===== src/rtl/pipeline_ctrl_pkg.sv =====
// Shared encodings for the pipeline controller: stall hold vectors, timer states, default widths.
package pipeline_ctrl_pkg;

    localparam int CNT_W_DEFAULT = 4;

    // Hold vectors, bit 0 = PC ... bit 5 = WB; each request holds everything upstream of its bubble.
    localparam logic [5:0] STALL_NONE = 6'b000000;
    localparam logic [5:0] STALL_ID   = 6'b000111;
    localparam logic [5:0] STALL_EX   = 6'b001111;
    localparam logic [5:0] STALL_MEM  = 6'b011111;

    typedef enum logic {
        MC_IDLE = 1'b0,
        MC_RUN  = 1'b1
    } mc_state_t;

endpackage


===== src/rtl/pipeline_ctrl_mc_timer.sv =====
// Multi-cycle EX sequencer: holds EX for exactly N cycles, then a one-cycle registered done.
// Start is accepted combinationally; freeze holds all state, abort returns to idle without done.
module mc_timer
    import pipeline_ctrl_pkg::*;
#(
    parameter int CNT_W = CNT_W_DEFAULT
) (
    input  logic             clk,
    input  logic             rst,
    input  logic             start,
    input  logic [CNT_W-1:0] cycles,
    input  logic             freeze,
    input  logic             abort,
    output logic             busy,
    output logic             done
);

    mc_state_t        state_q, state_d;
    logic [CNT_W-1:0] cnt_q, cnt_d;
    logic             done_q, done_d;
    logic             accept;

    // The done gate keeps the still-held EX instruction from relaunching itself.
    assign accept = start && (state_q == MC_IDLE) && !done_q && (cycles != '0)
                    && !abort && !freeze;

    always_comb begin
        state_d = state_q;
        cnt_d   = cnt_q;
        done_d  = done_q;
        if (abort) begin
            state_d = MC_IDLE;
            cnt_d   = '0;
            done_d  = 1'b0;
        end else if (!freeze) begin
            done_d = 1'b0;
            if (accept) begin
                if (cycles == CNT_W'(1)) begin
                    done_d = 1'b1;
                end else begin
                    state_d = MC_RUN;
                    cnt_d   = cycles - CNT_W'(1);
                end
            end else if (state_q == MC_RUN) begin
                if (cnt_q == CNT_W'(1)) begin
                    state_d = MC_IDLE;
                    cnt_d   = '0;
                    done_d  = 1'b1;
                end else begin
                    cnt_d = cnt_q - CNT_W'(1);
                end
            end
        end
    end

    always_ff @(posedge clk) begin
        if (rst) begin
            state_q <= MC_IDLE;
            cnt_q   <= '0;
            done_q  <= 1'b0;
        end else begin
            state_q <= state_d;
            cnt_q   <= cnt_d;
            done_q  <= done_d;
        end
    end

    assign busy = (state_q == MC_RUN) || accept;
    assign done = done_q;

endmodule


===== src/rtl/pipeline_ctrl.sv =====
// Pipeline controller: prioritised stall/flush generation, multi-cycle EX sequencing, stall counter.
// Stall/flush are zero-latency combinational; done is registered and held across MEM stalls.
module pipeline_ctrl
    import pipeline_ctrl_pkg::*;
#(
    parameter int CNT_W = CNT_W_DEFAULT
) (
    input  logic             clk,
    input  logic             rst,
    input  logic             stallreq_id,
    input  logic             ex_mc_start,
    input  logic [CNT_W-1:0] ex_mc_cycles,
    input  logic             stallreq_mem,
    input  logic             except_valid,
    input  logic [31:0]      except_pc,
    output logic [5:0]       stall,
    output logic             flush,
    output logic [31:0]      new_pc,
    output logic             ex_mc_busy,
    output logic             ex_mc_done,
    output logic [31:0]      stall_cycles
);

    logic mc_busy;

    mc_timer #(.CNT_W(CNT_W)) u_mc_timer (
        .clk    (clk),
        .rst    (rst),
        .start  (ex_mc_start),
        .cycles (ex_mc_cycles),
        .freeze (stallreq_mem),
        .abort  (except_valid),
        .busy   (mc_busy),
        .done   (ex_mc_done)
    );

    always_comb begin
        stall      = STALL_NONE;
        flush      = 1'b0;
        new_pc     = '0;
        ex_mc_busy = 1'b0;
        if (!rst) begin
            ex_mc_busy = mc_busy;
            if (except_valid) begin
                flush  = 1'b1;
                new_pc = except_pc;
            end else if (stallreq_mem) begin
                stall = STALL_MEM;
            end else if (mc_busy) begin
                stall = STALL_EX;
            end else if (stallreq_id) begin
                stall = STALL_ID;
            end
        end
    end

    always_ff @(posedge clk) begin
        if (rst) begin
            stall_cycles <= '0;
        end else if (stall[0] && (stall_cycles != 32'hFFFF_FFFF)) begin
            stall_cycles <= stall_cycles + 32'd1;
        end
    end

endmodule

===== config.mk =====
export PLATFORM = sky130hd
export DESIGN_NAME = pipeline_ctrl
export DESIGN_NICKNAME = d
export VERILOG_FILES = /design/src/rtl/pipeline_ctrl_pkg.sv /design/src/rtl/pipeline_ctrl_mc_timer.sv /design/src/rtl/pipeline_ctrl.sv
export SDC_FILE = /design/constraint.sdc
export NUM_CORES = 1
export LEC_CHECK = 0
export ABC_AREA = 1
export CAP_MARGIN = 0
export CORE_MARGIN = 4
export CORE_UTILIZATION = 45
export CTS_CLUSTER_DIAMETER = 30
export DETAILED_ROUTE_END_ITERATION = 8
export GPL_ROUTABILITY_DRIVEN = 0
export HOLD_SLACK_MARGIN = 0.05
export PLACE_DENSITY = 0.81
export RECOVER_POWER = 50
export REMOVE_ABC_BUFFERS = 1
export SLEW_MARGIN = 20
export SYNTH_ARGS = -nofsm -noshare
export SYNTH_HDL_FRONTEND = slang
export SYNTH_SLANG_ARGS = --single-unit

===== constraint.sdc =====
create_clock -name clk -period 3.6 [get_ports clk]
set_input_delay 0.72 -clock clk [delete_from_list [all_inputs] [get_ports clk]]
set_output_delay 0.72 -clock clk [all_outputs]
set_load 0.005 [all_outputs]

==> results of run 1 <==
worst register-to-register path, stage by stage, from the launching register on:
cell and delay (ns):
sky130_fd_sc_hd__dfxtp_1 0.51, sky130_fd_sc_hd__ha_1 0.41, sky130_fd_sc_hd__nand2_2 0.13, sky130_fd_sc_hd__nor2_4 0.19, sky130_fd_sc_hd__nand2_2 0.12, sky130_fd_sc_hd__nor2_4 0.17
sky130_fd_sc_hd__nand2_4 0.15, sky130_fd_sc_hd__nand3_4 0.33, sky130_fd_sc_hd__nand2_1 0.13, sky130_fd_sc_hd__a21oi_2 0.15
Yosys cell counts:
cell and instances:
sky130_fd_sc_hd__clkbuf_1 7, sky130_fd_sc_hd__nor2_4 4, sky130_fd_sc_hd__buf_1 6, sky130_fd_sc_hd__buf_2 4, sky130_fd_sc_hd__nand3b_1 1, sky130_fd_sc_hd__buf_4 6
sky130_fd_sc_hd__a21oi_1 29, sky130_fd_sc_hd__nor2_2 7, sky130_fd_sc_hd__inv_1 38, sky130_fd_sc_hd__nand3_4 1, sky130_fd_sc_hd__inv_2 1, sky130_fd_sc_hd__xnor2_1 4
sky130_fd_sc_hd__mux2i_1 1, sky130_fd_sc_hd__ha_1 5, sky130_fd_sc_hd__a21oi_2 7, sky130_fd_sc_hd__nand2_1 190, sky130_fd_sc_hd__nand2_4 1, sky130_fd_sc_hd__dfxtp_1 38
sky130_fd_sc_hd__buf_6 3, sky130_fd_sc_hd__nor2_1 102, sky130_fd_sc_hd__nand4_1 16, sky130_fd_sc_hd__conb_1 1, sky130_fd_sc_hd__o22ai_1 2, sky130_fd_sc_hd__nand3_2 1
sky130_fd_sc_hd__nand3_1 50, sky130_fd_sc_hd__nand2_2 4, sky130_fd_sc_hd__o21ai_0 2, sky130_fd_sc_hd__xor2_1 10
flip-flops by register name, indices dropped and copies added (netlist names):
signal,count
u_mc_timer.cnt_q,4
u_mc_timer.done,1
u_mc_timer.state_q,1
stall_cycles,32
logic make-up after synthesis:
group           Yosys count  synth area share [%]
xor+xnor                 14                  3.97
fa+ha+maj                 5                  2.03
flops                    38                  24.6
simple gates            377                  52.0
other cells               1                 0.121
mux                       1                 0.324
compound gates           40                  7.41
buf+inv                  65                  9.52
stage by stage:
step | setup slack (ns) | cells | utilization [%]
detailed placement | 0.330 | 711 | 64.8
global route | 0.120 | 719 | 66.1
floorplan | 1.10 | 515 | -
finish | 0.253 | 719 | 66.1
CTS | 0.327 | 719 | 66.3
global placement | 0.385 | 711 | 64.8
how the worst max path moves through the flow:
stage,from,end,slack [ns],cells after the start
4_1_cts,ex_mc_cycles[0],ex_mc_busy,0.33,8
3_3_place_gp,ex_mc_cycles[0],ex_mc_busy,0.39,8
3_5_place_dp,ex_mc_cycles[0],ex_mc_busy,0.33,8
6_report,ex_mc_cycles[0],ex_mc_busy,0.25,8
5_1_grt,ex_mc_cycles[0],ex_mc_busy,0.12,8
2_1_floorplan,ex_mc_cycles[0],stall[0],1.10,7
final cells by class:
class,instances,area [um^2]
Clock buffer,6,82.6
Clock inverter,2,12.5
Fill cell,583,2200
Inverter,39,146
Multi-Input combinational cell,438,2030
Sequential cell,38,761
Tap cell,77,96.3
Timing Repair Buffer,119,1160
cells in the final DEF (no fill, tap or decap), types with 3 or more instances in the layout:
| cell | synthesis | layout |
|---|---|---|
| sky130_fd_sc_hd__nand2_1 | 190 | 191 |
| sky130_fd_sc_hd__nor2_1 | 102 | 102 |
| sky130_fd_sc_hd__clkdlybuf4s50_1 | 0 | 79 |
| sky130_fd_sc_hd__nand3_1 | 50 | 50 |
| sky130_fd_sc_hd__inv_1 | 38 | 38 |
| sky130_fd_sc_hd__dfxtp_1 | 38 | 38 |
| sky130_fd_sc_hd__dlygate4sd3_1 | 0 | 33 |
| sky130_fd_sc_hd__a21oi_1 | 29 | 29 |
| sky130_fd_sc_hd__nand4_1 | 16 | 16 |
| sky130_fd_sc_hd__xor2_1 | 10 | 10 |
| sky130_fd_sc_hd__nor2_2 | 7 | 7 |
| sky130_fd_sc_hd__a21oi_2 | 7 | 7 |
| sky130_fd_sc_hd__clkbuf_8 | 0 | 6 |
| sky130_fd_sc_hd__ha_1 | 5 | 5 |
| sky130_fd_sc_hd__nor2_4 | 4 | 4 |
| sky130_fd_sc_hd__xnor2_1 | 4 | 4 |
| sky130_fd_sc_hd__buf_4 | 6 | 4 |
| sky130_fd_sc_hd__nand2_2 | 4 | 3 |
power groups by stage:
| stage | logic [mW] | clock network [mW] | registers (mW) |
|---|---|---|---|
| 2_1_floorplan | 0.0548 | 0 | 0.436 |
| 3_3_place_gp | 0.171 | 0 | 0.436 |
| 3_5_place_dp | 0.174 | 0 | 0.436 |
| 4_1_cts | 0.175 | 0.318 | 0.427 |
| 5_1_grt | 0.187 | 0.332 | 0.427 |
| 6_report | 0.171 | 0.314 | 0.426 |
metal layers:
metal	global-route usage [%]	wire, um	up-vias
met4	4.65	114	0
met1	28.9	4140	1666
met2	38.5	4570	107
met3	3.33	480	16
met5	0	0	-
li1	-	-	1899
==> impl_results.html, run 1 <==
<table>
<tr><th>Metric</th><th>Value</th></tr>
<tr><th colspan="2">Status</th></tr>
<tr><td>Run status</td><td>complete, no violations</td></tr>
<tr><th colspan="2">Floorplan</th></tr>
<tr><td>Core region area</td><td>6490 um^2</td></tr>
<tr><td>Width of the chip</td><td>90.9 um</td></tr>
<tr><td>Starting utilization of the core area</td><td>47.6%</td></tr>
<tr><td>Row count</td><td>29</td></tr>
<tr><td>Number of top-level design ports</td><td>115</td></tr>
<tr><td>Full die area</td><td>8250 um^2</td></tr>
<tr><td>Vertical extent of the die</td><td>90.9 um</td></tr>
<tr><th colspan="2">STA</th></tr>
<tr><td>Worst relative slew slack</td><td>42.4%</td></tr>
<tr><td>Final period util</td><td>93.0%</td></tr>
<tr><td>Total negative slack</td><td>0 ns</td></tr>
<tr><td>Unrepaired setup endpoints after global routing</td><td>no</td></tr>
<tr><td>Time the final worst path needs with I/O delays and setup</td><td>3.35 ns</td></tr>
<tr><td>Slew at the pin with the worst max-slew slack</td><td>0.864 ns</td></tr>
<tr><td>Final setup violating endpoints</td><td>0</td></tr>
<tr><td>Maximum clock skew at final layout</td><td>0.00894 ns</td></tr>
<tr><td>Worst Hold Margin</td><td>0.500 ns</td></tr>
<tr><td>Final hold violation count</td><td>0</td></tr>
<tr><td>Number of slew-limit violations in the final report</td><td>0</td></tr>
<tr><td>Highest clock rate</td><td>0.299 GHz</td></tr>
<tr><th colspan="2">Critical path</th></tr>
<tr><td>Arrival time reported for the critical path endpoint</td><td>2.63 ns</td></tr>
<tr><td>Critical path required time</td><td>2.88 ns</td></tr>
<tr><td>FF-to-FF path depth</td><td>9</td></tr>
<tr><td>Worst path slowest cell</td><td>sky130_fd_sc_hd__clkdlybuf4s50_1</td></tr>
<tr><td>Longest individual stage delay on the worst path</td><td>0.52 ns</td></tr>
<tr><td>Worst Path Max Fanout</td><td>10</td></tr>
<tr><td>Cell with the most instances on the worst path</td><td>sky130_fd_sc_hd__clkdlybuf4s50_1</td></tr>
<tr><td>Path type of the worst setup path</td><td>primary input to output port</td></tr>
<tr><td>Capturing element type of the critical path</td><td>output port</td></tr>
<tr><td>Register-to-register setup slack</td><td>1.26 ns</td></tr>
<tr><td>Number of buffer and inverter stages on the critical path</td><td>4</td></tr>
<tr><td>Worst flop-to-flop path startpoint</td><td>stall_cycles[0]</td></tr>
<tr><td>Crit path cell chain</td><td>clkdlybuf4s50_1 -&gt; inv_1 -&gt; ha_1 -&gt; nand2_1 -&gt; nand3_1 -&gt; clkbuf_1 -&gt; a21oi_1 -&gt; clkdlybuf4s50_1</td></tr>
<tr><td>Startpoint class of the critical path</td><td>primary input</td></tr>
<tr><td>Reg-to-reg endpoint</td><td>stall_cycles[18]</td></tr>
<tr><td>Cell family contributing the most delay on the critical path</td><td>buffers and inverters</td></tr>
<tr><th colspan="2">Pwr</th></tr>
<tr><td>Total chip power</td><td>911 uW</td></tr>
<tr><td>LEAKAGE</td><td>1.65 nW</td></tr>
<tr><td>Peak ir drop on the vdd network</td><td>147 uV</td></tr>
<tr><td>Power share of the sequential group</td><td>46.8%</td></tr>
<tr><td>Power Density</td><td>212 nW/um^2</td></tr>
<tr><td>Combinational share of power</td><td>18.8%</td></tr>
<tr><td>Total net switching power</td><td>242 uW</td></tr>
<tr><td>Part of the total power dissipated in the clock network</td><td>34.4%</td></tr>
<tr><td>Design internal power</td><td>669 uW</td></tr>
<tr><td>Switching Fraction</td><td>26.6%</td></tr>
<tr><th colspan="2">Synth</th></tr>
<tr><td>Largest area contributor in the netlist</td><td>sky130_fd_sc_hd__dfxtp_1</td></tr>
<tr><td>Cells after Synth</td><td>541</td></tr>
<tr><td>Portion of the post-synthesis area used by sequential elements</td><td>24.6%</td></tr>
<tr><td>Area share of the largest cell type after synthesis</td><td>24.6%</td></tr>
<tr><td>Count of unique library cells instantiated by Yosys</td><td>28</td></tr>
<tr><td>Netlist Area Pre-Place</td><td>3090 um^2</td></tr>
<tr><td>Cell types with the largest area share after synthesis</td><td>sky130_fd_sc_hd__dfxtp_1, sky130_fd_sc_hd__nand2_1, sky130_fd_sc_hd__nor2_1</td></tr>
<tr><td>Total of warnings raised by yosys</td><td>0</td></tr>
<tr><td>Avg Cell Area, Syn</td><td>5.71 um^2</td></tr>
<tr><td>Post-synthesis sequential element count</td><td>38</td></tr>
<tr><th colspan="2">Drt</th></tr>
<tr><td>Number of detailed-route iterations in the first pass</td><td>6</td></tr>
<tr><td>Routed len/inst</td><td>12.9 um</td></tr>
<tr><td>DR DRC count</td><td>0</td></tr>
<tr><td>Routed vias</td><td>3688</td></tr>
<tr><td>Final wirelength</td><td>9.31 mm</td></tr>
<tr><td>Avg Vias per Cell</td><td>5.13</td></tr>
<tr><td>DRC violation total after the first TritonRoute iteration</td><td>223</td></tr>
<tr><td>Number of nets with antenna violations after detailed routing</td><td>0</td></tr>
<tr><th colspan="2">Clocking</th></tr>
<tr><td>Post-cts hold buffer count</td><td>0</td></tr>
<tr><td>Clock Tree Buf Depth</td><td>2</td></tr>
<tr><td>Number of resized instances in the post-cts repair step</td><td>0</td></tr>
<tr><td>Root buffer cell</td><td>sky130_fd_sc_hd__clkbuf_8</td></tr>
<tr><td>CTS Sinks</td><td>38</td></tr>
<tr><td>Setup fix buffers added after clock tree synthesis</td><td>0</td></tr>
<tr><td>CTS H-tree depth</td><td>2</td></tr>
<tr><td>Clock tree from TritonCTS</td><td>yes</td></tr>
<tr><td>Total clock buffers created by CTS</td><td>5</td></tr>
<tr><td>Clock latency on the worst-skew pair</td><td>0.30 ns</td></tr>
<tr><td>CTS clock-pin slew for the worst setup and hold paths</td><td>0.08 ns</td></tr>
<tr><th colspan="2">Flow run</th></tr>
<tr><td>Count of max-cap constraint violations</td><td>0</td></tr>
<tr><th colspan="2">Cells and area</th></tr>
<tr><td>Number of antenna diodes</td><td>0</td></tr>
<tr><td>Fin nets</td><td>688</td></tr>
<tr><td>Ratio of cells with drive above 1 in the final layout</td><td>5.92%</td></tr>
<tr><td>Relative area change from synthesis to final layout</td><td>39.0%</td></tr>
<tr><td>Area of all placed cells without fillers</td><td>4290 um^2</td></tr>
<tr><th colspan="2">Placed design</th></tr>
<tr><td>Placed wire-length estimate</td><td>7.31 mm</td></tr>
<tr><td>Count of buffers from port buffering</td><td>113</td></tr>
<tr><td>Post-Place Cell Area</td><td>4210 um^2</td></tr>
<tr><th colspan="2">Global routing</th></tr>
<tr><td>Initial antenna violation count</td><td>0</td></tr>
<tr><td>Number of global-route vias before repair</td><td>3322</td></tr>
<tr><td>GRT Resource Usage Total</td><td>22.1%</td></tr>
<tr><td>Aggregate global routing overflow</td><td>0</td></tr>
<tr><td>Wire length of the first global-routing pass</td><td>15.4 mm</td></tr>
<tr><td>Pin count of the biggest net entering global routing</td><td>67</td></tr>
<tr><th colspan="2">Min path</th></tr>
<tr><td>Tightest Hold Check Type</td><td>flip-flop to flip-flop</td></tr>
<tr><td>Hold worst-path end</td><td>u_mc_timer.state_q</td></tr>
<tr><td>Worst min-delay path startpoint</td><td>u_mc_timer.state_q</td></tr>
<tr><td>Hold path cells</td><td>2</td></tr>
</table>
No activity file was read; power rests on OpenSTA's default activity.
==> run 2: changes to the inputs <==
--- a/config.mk
+++ b/config.mk
@@ -13,10 +13,11 @@
 export DETAILED_ROUTE_END_ITERATION = 8
 export GPL_ROUTABILITY_DRIVEN = 0
 export HOLD_SLACK_MARGIN = 0.05
-export PLACE_DENSITY = 0.81
+export PLACE_DENSITY = 0.82
 export RECOVER_POWER = 50
 export REMOVE_ABC_BUFFERS = 1
 export SLEW_MARGIN = 20
 export SYNTH_ARGS = -nofsm -noshare
 export SYNTH_HDL_FRONTEND = slang
+export SYNTH_HIERARCHICAL = 1
 export SYNTH_SLANG_ARGS = --single-unit
==> run 2 against run 1 <==
- global-route usage barely moved
- first-iteration DRC count fell by 13%
- fmax fell by 1.5%
- largest cell class unchanged
- highest routed layer unchanged
==> impl_results.html, run 2 <==
<table>
<tr><th>Metric</th><th>Value</th></tr>
<tr><th colspan="2">Synth</th></tr>
<tr><td>Count of unique library cells instantiated by Yosys</td><td>35 (was 28)</td></tr>
<tr><td>Cell types with the largest area share after synthesis</td><td>sky130_fd_sc_hd__dfxtp_1, sky130_fd_sc_hd__nand2_1, sky130_fd_sc_hd__nor2_1 (unchanged)</td></tr>
<tr><td>Post-synthesis sequential element count</td><td>38 (unchanged)</td></tr>
<tr><td>Netlist Area Pre-Place</td><td>2950 um^2 (was 3090 um^2)</td></tr>
<tr><td>Area share of the largest cell type after synthesis</td><td>25.8% (was 24.6%)</td></tr>
<tr><td>Post-synth top flop</td><td>sky130_fd_sc_hd__dfxtp_1 (unchanged)</td></tr>
<tr><td>Largest area contributor in the netlist</td><td>sky130_fd_sc_hd__dfxtp_1 (unchanged)</td></tr>
<tr><td>Cells after Synth</td><td>486 (was 541)</td></tr>
<tr><td>Avg Cell Area, Syn</td><td>6.06 um^2 (was 5.71 um^2)</td></tr>
<tr><td>Async set-reset flop share out of synthesis</td><td>0% (unchanged)</td></tr>
<tr><td>Portion of the post-synthesis area used by sequential elements</td><td>25.8% (was 24.6%)</td></tr>
<tr><td>Count of flip-flops with a built-in enable after synthesis</td><td>0 (unchanged)</td></tr>
<tr><td>Most frequent cell after synthesis</td><td>sky130_fd_sc_hd__nand2_1 (unchanged)</td></tr>
<tr><td>Total of warnings raised by yosys</td><td>6 (was 0)</td></tr>
<tr><td>Top post-synthesis cells by count</td><td>sky130_fd_sc_hd__nand2_1, sky130_fd_sc_hd__nor2_1, sky130_fd_sc_hd__nand3_1, sky130_fd_sc_hd__inv_1, sky130_fd_sc_hd__dfxtp_1 (was sky130_fd_sc_hd__nand2_1, sky130_fd_sc_hd__nor2_1, sky130_fd_sc_hd__nand3_1, sky130_fd_sc_hd__dfxtp_1, sky130_fd_sc_hd__inv_1)</td></tr>
<tr><th colspan="2">Placed design</th></tr>
<tr><td>Count of buffers from port buffering</td><td>113 (unchanged)</td></tr>
<tr><td>Post-Place Cell Area</td><td>4080 um^2 (was 4210 um^2)</td></tr>
<tr><td>Placed wire-length estimate</td><td>6.80 mm (was 7.31 mm)</td></tr>
<tr><th colspan="2">Clocking</th></tr>
<tr><td>Clock Tree Buf Depth</td><td>2 (unchanged)</td></tr>
<tr><td>Clock tree from TritonCTS</td><td>yes (unchanged)</td></tr>
<tr><td>CTS H-tree depth</td><td>2 (unchanged)</td></tr>
<tr><td>Post-cts hold buffer count</td><td>0 (unchanged)</td></tr>
<tr><td>CTS clock-pin slew for the worst setup and hold paths</td><td>0.07 ns (was 0.08 ns)</td></tr>
<tr><td>Number of resized instances in the post-cts repair step</td><td>0 (unchanged)</td></tr>
<tr><td>CTS Sinks</td><td>38 (unchanged)</td></tr>
<tr><td>Root buffer cell</td><td>sky130_fd_sc_hd__clkbuf_8 (unchanged)</td></tr>
<tr><td>Setup fix buffers added after clock tree synthesis</td><td>0 (unchanged)</td></tr>
<tr><td>Total clock buffers created by CTS</td><td>5 (unchanged)</td></tr>
<tr><td>Clock latency on the worst-skew pair</td><td>0.29 ns (was 0.30 ns)</td></tr>
<tr><th colspan="2">Drt</th></tr>
<tr><td>Number of nets with antenna violations after detailed routing</td><td>0 (unchanged)</td></tr>
<tr><td>Final wirelength</td><td>8.50 mm (was 9.31 mm)</td></tr>
<tr><td>Routed len/inst</td><td>12.7 um (was 12.9 um)</td></tr>
<tr><td>DRC violation total after the first TritonRoute iteration</td><td>195 (was 223)</td></tr>
<tr><td>Number of detailed-route iterations in the first pass</td><td>5 (was 6)</td></tr>
<tr><td>Routed vias</td><td>3349 (was 3688)</td></tr>
<tr><td>Avg Vias per Cell</td><td>5.01 (was 5.13)</td></tr>
<tr><td>DR DRC count</td><td>0 (unchanged)</td></tr>
<tr><th colspan="2">Critical path</th></tr>
<tr><td>Cell with the most instances on the worst path</td><td>sky130_fd_sc_hd__clkdlybuf4s50_1 (unchanged)</td></tr>
<tr><td>Crit path cell chain</td><td>clkdlybuf4s50_1 -&gt; inv_1 -&gt; ha_1 -&gt; nand3_1 -&gt; nand3_4 -&gt; nand2_4 -&gt; nor2_1 -&gt; a21oi_4 -&gt; clkdlybuf4s50_1 (was clkdlybuf4s50_1 -&gt; inv_1 -&gt; ha_1 -&gt; nand2_1 -&gt; nand3_1 -&gt; clkbuf_1 -&gt; a21oi_1 -&gt; clkdlybuf4s50_1)</td></tr>
<tr><td>Arrival time reported for the critical path endpoint</td><td>2.68 ns (was 2.63 ns)</td></tr>
<tr><td>Worst Path Max Fanout</td><td>9 (was 10)</td></tr>
<tr><td>Capturing element type of the critical path</td><td>output port (unchanged)</td></tr>
<tr><td>Number of buffer and inverter stages on the critical path</td><td>3 (was 4)</td></tr>
<tr><td>Path type of the worst setup path</td><td>primary input to output port (unchanged)</td></tr>
<tr><td>Worst path slowest cell</td><td>sky130_fd_sc_hd__clkdlybuf4s50_1 (unchanged)</td></tr>
<tr><td>Longest individual stage delay on the worst path</td><td>0.53 ns (was 0.52 ns)</td></tr>
<tr><td>Startpoint class of the critical path</td><td>primary input (unchanged)</td></tr>
<tr><td>Critical path required time</td><td>2.88 ns (about the same)</td></tr>
<tr><td>Cell family contributing the most delay on the critical path</td><td>buffers and inverters (unchanged)</td></tr>
<tr><th colspan="2">Global routing</th></tr>
<tr><td>GRT Resource Usage Total</td><td>22.1% (about the same)</td></tr>
<tr><td>Wire length of the first global-routing pass</td><td>14.0 mm (was 15.4 mm)</td></tr>
<tr><td>Aggregate global routing overflow</td><td>0 (unchanged)</td></tr>
<tr><td>Pin count of the biggest net entering global routing</td><td>31 (was 67)</td></tr>
<tr><td>Number of global-route vias before repair</td><td>3263 (was 3322)</td></tr>
<tr><td>Initial antenna violation count</td><td>0 (unchanged)</td></tr>
<tr><th colspan="2">STA</th></tr>
<tr><td>Final hold violation count</td><td>0 (unchanged)</td></tr>
<tr><td>Time the final worst path needs with I/O delays and setup</td><td>3.40 ns (was 3.35 ns)</td></tr>
<tr><td>Final period util</td><td>94.4% (was 93.0%)</td></tr>
<tr><td>Final setup violating endpoints</td><td>0 (unchanged)</td></tr>
<tr><td>Unrepaired setup endpoints after global routing</td><td>no (unchanged)</td></tr>
<tr><td>Total negative slack</td><td>0 ns (unchanged)</td></tr>
<tr><td>Slew at the pin with the worst max-slew slack</td><td>0.562 ns (was 0.864 ns)</td></tr>
<tr><td>Number of slew-limit violations in the final report</td><td>0 (unchanged)</td></tr>
<tr><td>Highest clock rate</td><td>0.294 GHz (was 0.299 GHz)</td></tr>
<tr><td>Maximum clock skew at final layout</td><td>0.00362 ns (was 0.00894 ns)</td></tr>
<tr><td>Worst relative slew slack</td><td>62.5% (was 42.4%)</td></tr>
<tr><th colspan="2">Status</th></tr>
<tr><td>Run status</td><td>complete, no violations (unchanged)</td></tr>
<tr><th colspan="2">Floorplan</th></tr>
<tr><td>Number of top-level design ports</td><td>115 (unchanged)</td></tr>
<tr><td>Vertical extent of the die</td><td>88.9 um (was 90.9 um)</td></tr>
<tr><td>Starting utilization of the core area</td><td>46.4% (was 47.6%)</td></tr>
<tr><td>Full die area</td><td>7910 um^2 (was 8250 um^2)</td></tr>
<tr><td>Core region area</td><td>6350 um^2 (was 6490 um^2)</td></tr>
<tr><td>Width of the chip</td><td>88.9 um (was 90.9 um)</td></tr>
<tr><td>Row count</td><td>29 (unchanged)</td></tr>
<tr><th colspan="2">Cells and area</th></tr>
<tr><td>Number of antenna diodes</td><td>0 (unchanged)</td></tr>
<tr><td>Fin nets</td><td>638 (was 688)</td></tr>
<tr><td>Regs by FF count</td><td>stall_cycles x32, u_mc_timer/cnt_q x4 (was stall_cycles x32, u_mc_timer.cnt_q x4)</td></tr>
<tr><td>Layout Utilization</td><td>64.8% (was 66.1%)</td></tr>
<tr><td>Relative area change from synthesis to final layout</td><td>39.7% (was 39.0%)</td></tr>
<tr><td>Most common cell after layout, fill and taps aside</td><td>sky130_fd_sc_hd__nand2_1 (unchanged)</td></tr>
<tr><td>Fillers</td><td>602 (was 583)</td></tr>
<tr><td>Area of all placed cells without fillers</td><td>4120 um^2 (was 4290 um^2)</td></tr>
<tr><td>Most frequent cells in the layout</td><td>sky130_fd_sc_hd__nand2_1, sky130_fd_sc_hd__nor2_1, sky130_fd_sc_hd__clkdlybuf4s50_1 (unchanged)</td></tr>
<tr><td>Register with the most flip-flops</td><td>stall_cycles (unchanged)</td></tr>
<tr><td>Ratio of cells with drive above 1 in the final layout</td><td>8.97% (was 5.92%)</td></tr>
<tr><td>Number of flip-flops in the largest register</td><td>32 (unchanged)</td></tr>
<tr><th colspan="2">Pwr</th></tr>
<tr><td>LEAKAGE</td><td>1.80 nW (was 1.65 nW)</td></tr>
<tr><td>Power Density</td><td>212 nW/um^2 (about the same)</td></tr>
<tr><td>Peak ir drop on the vdd network</td><td>135 uV (was 147 uV)</td></tr>
<tr><th colspan="2">Flow run</th></tr>
<tr><td>Count of max-cap constraint violations</td><td>0 (unchanged)</td></tr>
<tr><th colspan="2">Min path</th></tr>
<tr><td>Tightest Hold Check Type</td><td>flip-flop to flip-flop (unchanged)</td></tr>
</table>
[run 2: cell types whose count changed after synthesis, moves of 4 or more]
cell                      change
sky130_fd_sc_hd__inv_2        +6
sky130_fd_sc_hd__nand2_2      +5
sky130_fd_sc_hd__nor2_1       +7
sky130_fd_sc_hd__xor2_1       -5
sky130_fd_sc_hd__nand3_1      -5
sky130_fd_sc_hd__nor2_2       +4
sky130_fd_sc_hd__a21oi_2      -6
sky130_fd_sc_hd__nand2_1     -63
sky130_fd_sc_hd__nand3_2      +9
sky130_fd_sc_hd__nand4_1     -12
[run 2: path summary, 6_finish.rpt]
check                      from                 end  slack (ns)  cells after the start
max             ex_mc_cycles[0]            stall[0]        0.20                      9
min          u_mc_timer/state_q  u_mc_timer/state_q        0.49                      2
max reg2reg  u_mc_timer/state_q    stall_cycles[25]        1.49                     13
min reg2reg  u_mc_timer/state_q  u_mc_timer/state_q        0.49                      2
[run 2: metal layers]
metal	share of wire [%]	up-vias	wire, um	global-route usage (%)
li1	-	1727	-	-
met1	38	1470	3240	21.8
met2	51	133	4300	41.8
met3	8.3	19	707	6.82
met4	3.0	0	256	10.3
met5	0	-	0	0
[run 2: power by group]
part	internal, mW	switching, mW
Combinational	0.0957	0.0739
Clock	0.133	0.144
Sequential	0.422	0.00237
[run 2: cell type report]
class	instances	area (um^2)	share of cell area [%]
clock buffer	7	76.3	1.85
inverter	48	185	4.50
multi-input combinational	380	1830	44.4
sequential	38	761	18.5
tap	77	96.3	2.34
timing repair buffer	118	1170	28.4
[run 2: worst register-to-register path, cell delays in order (launching register included)]
cell and delay [ns]:
sky130_fd_sc_hd__dfxtp_1 0.32, sky130_fd_sc_hd__inv_2 0.10, sky130_fd_sc_hd__nand2_2 0.08, sky130_fd_sc_hd__nor2_4 0.10
sky130_fd_sc_hd__nand3_4 0.12, sky130_fd_sc_hd__nand2_4 0.09, sky130_fd_sc_hd__nor2_1 0.08, sky130_fd_sc_hd__a21oi_4 0.17
sky130_fd_sc_hd__buf_4 0.26, sky130_fd_sc_hd__nand2_1 0.19, sky130_fd_sc_hd__nor3_1 0.28, sky130_fd_sc_hd__nand3_1 0.11
sky130_fd_sc_hd__nand2_1 0.08, sky130_fd_sc_hd__nor2_1 0.04
[run 2: kinds of logic (layout without fill, tap and decap cells)]
logic type | count (synthesis) | in the layout | share of synthesized area (%)
AND/OR/NAND/NOR | 329 | 329 | 52.0
AO/OA/AOI/OAI | 38 | 38 | 7.22
other | 1 | 1 | 0.127
buffers and inverters | 68 | 173 | 10.7
flip-flops | 38 | 38 | 25.8
adder cells (fa/ha/maj) | 5 | 5 | 2.12
XOR/XNOR | 7 | 7 | 2.08
[run 2: per-stage QoR]
| step | setup slack (ns) | power [mW] | cells | hold WS (ns) |
|---|---|---|---|---|
| CTS | 0.210 | 0.880 | 668 | 0.486 |
| global placement | 0.253 | 0.605 | 661 | 0.461 |
| finish | 0.203 | 0.871 | 668 | 0.488 |
| global route | 0.0602 | 0.918 | 668 | 0.534 |
| floorplan | 1.10 | 0.496 | 466 | 0.450 |
| detailed placement | 0.213 | 0.608 | 661 | 0.469 |
==> run 3: changes to the inputs <==
--- a/config.mk
+++ b/config.mk
@@ -10,6 +10,7 @@
 export CORE_MARGIN = 4
 export CORE_UTILIZATION = 45
 export CTS_CLUSTER_DIAMETER = 30
+export CTS_CLUSTER_SIZE = 20
 export DETAILED_ROUTE_END_ITERATION = 8
 export GPL_ROUTABILITY_DRIVEN = 0
 export HOLD_SLACK_MARGIN = 0.05
==> constraint.sdc (replaced) <==
create_clock -name clk -period 4.4 [get_ports clk]
set_input_delay 0.88 -clock clk [delete_from_list [all_inputs] [get_ports clk]]
set_output_delay 0.88 -clock clk [all_outputs]
set_load 0.005 [all_outputs]
==> run 3 against run 2 <==
- wire length grew 1.1%
- die area unchanged
- register-to-register slack improved by 0.13 ns
- setup slack improved by 0.32 ns
- count of clock-buffer cells in the layout stayed put
- core utilization down 0.45 points
- combinational power decreased by 20%
- worst hold slack improved by 0.012 ns
- critical path depth is the same
- total power is 16% lower
- via count rose by 2.0%
- flip-flop and latch count stayed put
==> impl_results.html, run 3 (synthesized netlist as in run 2, its figures left out) <==
<table>
<tr><th>Metric</th><th>Value</th></tr>
<tr><th colspan="2">STA</th></tr>
<tr><td>Total negative slack</td><td>0 ns (unchanged)</td></tr>
<tr><td>Final hold violation count</td><td>0 (unchanged)</td></tr>
<tr><td>Number of slew-limit violations in the final report</td><td>0 (unchanged)</td></tr>
<tr><td>Time the final worst path needs with I/O delays and setup</td><td>3.88 ns</td></tr>
<tr><td>Final period util</td><td>88.1%</td></tr>
<tr><td>Highest clock rate</td><td>0.258 GHz</td></tr>
<tr><td>Worst relative slew slack</td><td>47.4% (was 62.5%)</td></tr>
<tr><td>Slew at the pin with the worst max-slew slack</td><td>0.789 ns (was 0.562 ns)</td></tr>
<tr><td>Unrepaired setup endpoints after global routing</td><td>no (unchanged)</td></tr>
<tr><td>Setup ws final</td><td>0.521 ns (was 0.203 ns)</td></tr>
<tr><td>Final setup violating endpoints</td><td>0 (unchanged)</td></tr>
<tr><td>Maximum clock skew at final layout</td><td>0.00575 ns (was 0.00362 ns)</td></tr>
<tr><th colspan="2">Clocking</th></tr>
<tr><td>Clock tree from TritonCTS</td><td>yes (unchanged)</td></tr>
<tr><td>Clock Tree Buf Depth</td><td>2 (unchanged)</td></tr>
<tr><td>CTS Sinks</td><td>38 (unchanged)</td></tr>
<tr><td>Post-cts hold buffer count</td><td>0 (unchanged)</td></tr>
<tr><td>CTS clock-pin slew for the worst setup and hold paths</td><td>0.08 ns (was 0.07 ns)</td></tr>
<tr><td>CTS H-tree depth</td><td>2 (unchanged)</td></tr>
<tr><td>Root buffer cell</td><td>sky130_fd_sc_hd__clkbuf_8 (unchanged)</td></tr>
<tr><td>Clock latency on the worst-skew pair</td><td>0.30 ns (was 0.29 ns)</td></tr>
<tr><td>Total clock buffers created by CTS</td><td>5 (unchanged)</td></tr>
<tr><td>Number of resized instances in the post-cts repair step</td><td>0 (unchanged)</td></tr>
<tr><td>Setup fix buffers added after clock tree synthesis</td><td>0 (unchanged)</td></tr>
<tr><th colspan="2">Critical path</th></tr>
<tr><td>Worst Path Max Fanout</td><td>9 (unchanged)</td></tr>
<tr><td>Critical path required time</td><td>3.52 ns (was 2.88 ns)</td></tr>
<tr><td>Cell family contributing the most delay on the critical path</td><td>buffers and inverters (unchanged)</td></tr>
<tr><td>Arrival time reported for the critical path endpoint</td><td>3.00 ns (was 2.68 ns)</td></tr>
<tr><td>Longest individual stage delay on the worst path</td><td>0.57 ns (was 0.53 ns)</td></tr>
<tr><td>Crit path cell chain</td><td>clkdlybuf4s50_1 -&gt; inv_1 -&gt; ha_1 -&gt; nand3_1 -&gt; nand3_4 -&gt; nand2_1 -&gt; nor2_1 -&gt; a21oi_1 -&gt; clkdlybuf4s50_1 (was clkdlybuf4s50_1 -&gt; inv_1 -&gt; ha_1 -&gt; nand3_1 -&gt; nand3_4 -&gt; nand2_4 -&gt; nor2_1 -&gt; a21oi_4 -&gt; clkdlybuf4s50_1)</td></tr>
<tr><td>Number of buffer and inverter stages on the critical path</td><td>3 (unchanged)</td></tr>
<tr><td>Path type of the worst setup path</td><td>primary input to output port (unchanged)</td></tr>
<tr><td>Capturing element type of the critical path</td><td>output port (unchanged)</td></tr>
<tr><td>Startpoint class of the critical path</td><td>primary input (unchanged)</td></tr>
<tr><td>Worst path slowest cell</td><td>sky130_fd_sc_hd__clkdlybuf4s50_1 (unchanged)</td></tr>
<tr><td>Cell with the most instances on the worst path</td><td>sky130_fd_sc_hd__clkdlybuf4s50_1 (unchanged)</td></tr>
<tr><th colspan="2">Cells and area</th></tr>
<tr><td>Layout Utilization</td><td>64.4% (was 64.8%)</td></tr>
<tr><td>Ratio of cells with drive above 1 in the final layout</td><td>8.31% (was 8.97%)</td></tr>
<tr><td>Relative area change from synthesis to final layout</td><td>38.7% (was 39.7%)</td></tr>
<tr><td>Number of antenna diodes</td><td>0 (unchanged)</td></tr>
<tr><td>Regs by FF count</td><td>stall_cycles x32, u_mc_timer/cnt_q x4 (unchanged)</td></tr>
<tr><td>Number of flip-flops in the largest register</td><td>32 (unchanged)</td></tr>
<tr><td>Most common cell after layout, fill and taps aside</td><td>sky130_fd_sc_hd__nand2_1 (unchanged)</td></tr>
<tr><td>Most frequent cells in the layout</td><td>sky130_fd_sc_hd__nand2_1, sky130_fd_sc_hd__nor2_1, sky130_fd_sc_hd__clkdlybuf4s50_1 (unchanged)</td></tr>
<tr><td>Register with the most flip-flops</td><td>stall_cycles (unchanged)</td></tr>
<tr><td>Fin nets</td><td>636 (was 638)</td></tr>
<tr><th colspan="2">Pwr</th></tr>
<tr><td>Peak ir drop on the vdd network</td><td>149 uV (was 135 uV)</td></tr>
<tr><td>LEAKAGE</td><td>1.80 nW (about the same)</td></tr>
<tr><td>Power Density</td><td>180 nW/um^2 (was 212 nW/um^2)</td></tr>
<tr><th colspan="2">Floorplan</th></tr>
<tr><td>Vertical extent of the die</td><td>88.9 um (unchanged)</td></tr>
<tr><td>Width of the chip</td><td>88.9 um (unchanged)</td></tr>
<tr><td>Number of top-level design ports</td><td>115 (unchanged)</td></tr>
<tr><td>Starting utilization of the core area</td><td>46.4% (unchanged)</td></tr>
<tr><td>Core region area</td><td>6350 um^2 (unchanged)</td></tr>
<tr><td>Row count</td><td>29 (unchanged)</td></tr>
<tr><td>Full die area</td><td>7910 um^2 (unchanged)</td></tr>
<tr><th colspan="2">Drt</th></tr>
<tr><td>Routed vias</td><td>3416 (was 3349)</td></tr>
<tr><td>Avg Vias per Cell</td><td>5.12 (was 5.01)</td></tr>
<tr><td>Final wirelength</td><td>8.59 mm (was 8.50 mm)</td></tr>
<tr><td>Routed len/inst</td><td>12.9 um (was 12.7 um)</td></tr>
<tr><td>Number of detailed-route iterations in the first pass</td><td>4 (was 5)</td></tr>
<tr><td>DR DRC count</td><td>0 (unchanged)</td></tr>
<tr><td>DRC violation total after the first TritonRoute iteration</td><td>144 (was 195)</td></tr>
<tr><td>Number of nets with antenna violations after detailed routing</td><td>0 (unchanged)</td></tr>
<tr><th colspan="2">Global routing</th></tr>
<tr><td>Number of global-route vias before repair</td><td>3526 (was 3263)</td></tr>
<tr><td>Wire length of the first global-routing pass</td><td>14.4 mm (was 14.0 mm)</td></tr>
<tr><td>Pin count of the biggest net entering global routing</td><td>33 (was 31)</td></tr>
<tr><td>Aggregate global routing overflow</td><td>0 (unchanged)</td></tr>
<tr><td>GRT Resource Usage Total</td><td>22.8% (was 22.1%)</td></tr>
<tr><td>Initial antenna violation count</td><td>0 (unchanged)</td></tr>
<tr><th colspan="2">Placed design</th></tr>
<tr><td>Pre-CTS setup slack</td><td>0.685 ns (was 0.213 ns)</td></tr>
<tr><td>Placed wire-length estimate</td><td>6.85 mm (was 6.80 mm)</td></tr>
<tr><td>Count of buffers from port buffering</td><td>113 (unchanged)</td></tr>
<tr><th colspan="2">Flow run</th></tr>
<tr><td>Count of max-cap constraint violations</td><td>0 (unchanged)</td></tr>
<tr><th colspan="2">Status</th></tr>
<tr><td>Run status</td><td>complete, no violations (unchanged)</td></tr>
<tr><th colspan="2">Min path</th></tr>
<tr><td>Tightest Hold Check Type</td><td>flip-flop to flip-flop (unchanged)</td></tr>
</table>
[run 3: cell type report]
| cell class | instances | area (um^2) |
|---|---|---|
| clock buffers | 7 | 86.3 |
| clock inverters | 1 | 5.00 |
| fillers | 595 | 2260 |
| inverters | 48 | 185 |
| multi-input cells | 380 | 1800 |
| flip-flops and latches | 38 | 761 |
| well taps | 77 | 96.3 |
| repair buffers | 116 | 1150 |
[run 3: worst paths after layout]
path,startpoint,endpoint,slack [ns],depth (start not counted)
min,u_mc_timer/state_q,u_mc_timer/state_q,0.50,2
max reg2reg,u_mc_timer/state_q,stall_cycles[31],1.62,13
max,ex_mc_cycles[0],stall[2],0.52,9
min reg2reg,u_mc_timer/state_q,u_mc_timer/state_q,0.50,2
[run 3: through the flow]
stage	instances	power [mW]	hold slack (ns)	cell area [um^2]
after detailed placement	659	0.497	0.496	4070
after CTS	667	0.745	0.508	4160
after floorplan	466	0.406	0.450	2820
after global routing	667	0.771	0.550	4090
final	667	0.734	0.500	4090
after global placement	659	0.494	0.463	4070
[run 3: worst reg2reg max path, cell delays in order (launching register included)]
cell and delay, ns:
sky130_fd_sc_hd__dfxtp_1 0.33, sky130_fd_sc_hd__inv_2 0.08, sky130_fd_sc_hd__nand2_2 0.07, sky130_fd_sc_hd__nor2_4 0.10
sky130_fd_sc_hd__nand3_4 0.11, sky130_fd_sc_hd__nand2_1 0.13, sky130_fd_sc_hd__nor2_1 0.07, sky130_fd_sc_hd__a21oi_1 0.26
sky130_fd_sc_hd__clkbuf_1 0.64, sky130_fd_sc_hd__nand2_1 0.35, sky130_fd_sc_hd__nor2_2 0.22, sky130_fd_sc_hd__nand2_1 0.12
sky130_fd_sc_hd__nor2_1 0.13, sky130_fd_sc_hd__nor2_1 0.05
[run 3: power breakdown]
| group | leakage, nW | internal [mW] | switching [mW] |
|---|---|---|---|
| Clock | 0.0482 | 0.126 | 0.125 |
| Combinational | 1.44 | 0.0761 | 0.0595 |
| Sequential | 0.306 | 0.345 | 0.00185 |
[run 3: routing by layer]
metal | up-vias | routed length [um] | share of wire [%] | global-route usage [%]
met2 | 139 | 4440 | 52 | 44.2
met4 | 0 | 193 | 2.2 | 9.89
met3 | 23 | 776 | 9.0 | 7.93
met5 | - | 0 | 0 | 0
li1 | 1723 | - | - | -
met1 | 1531 | 3180 | 37 | 21.2
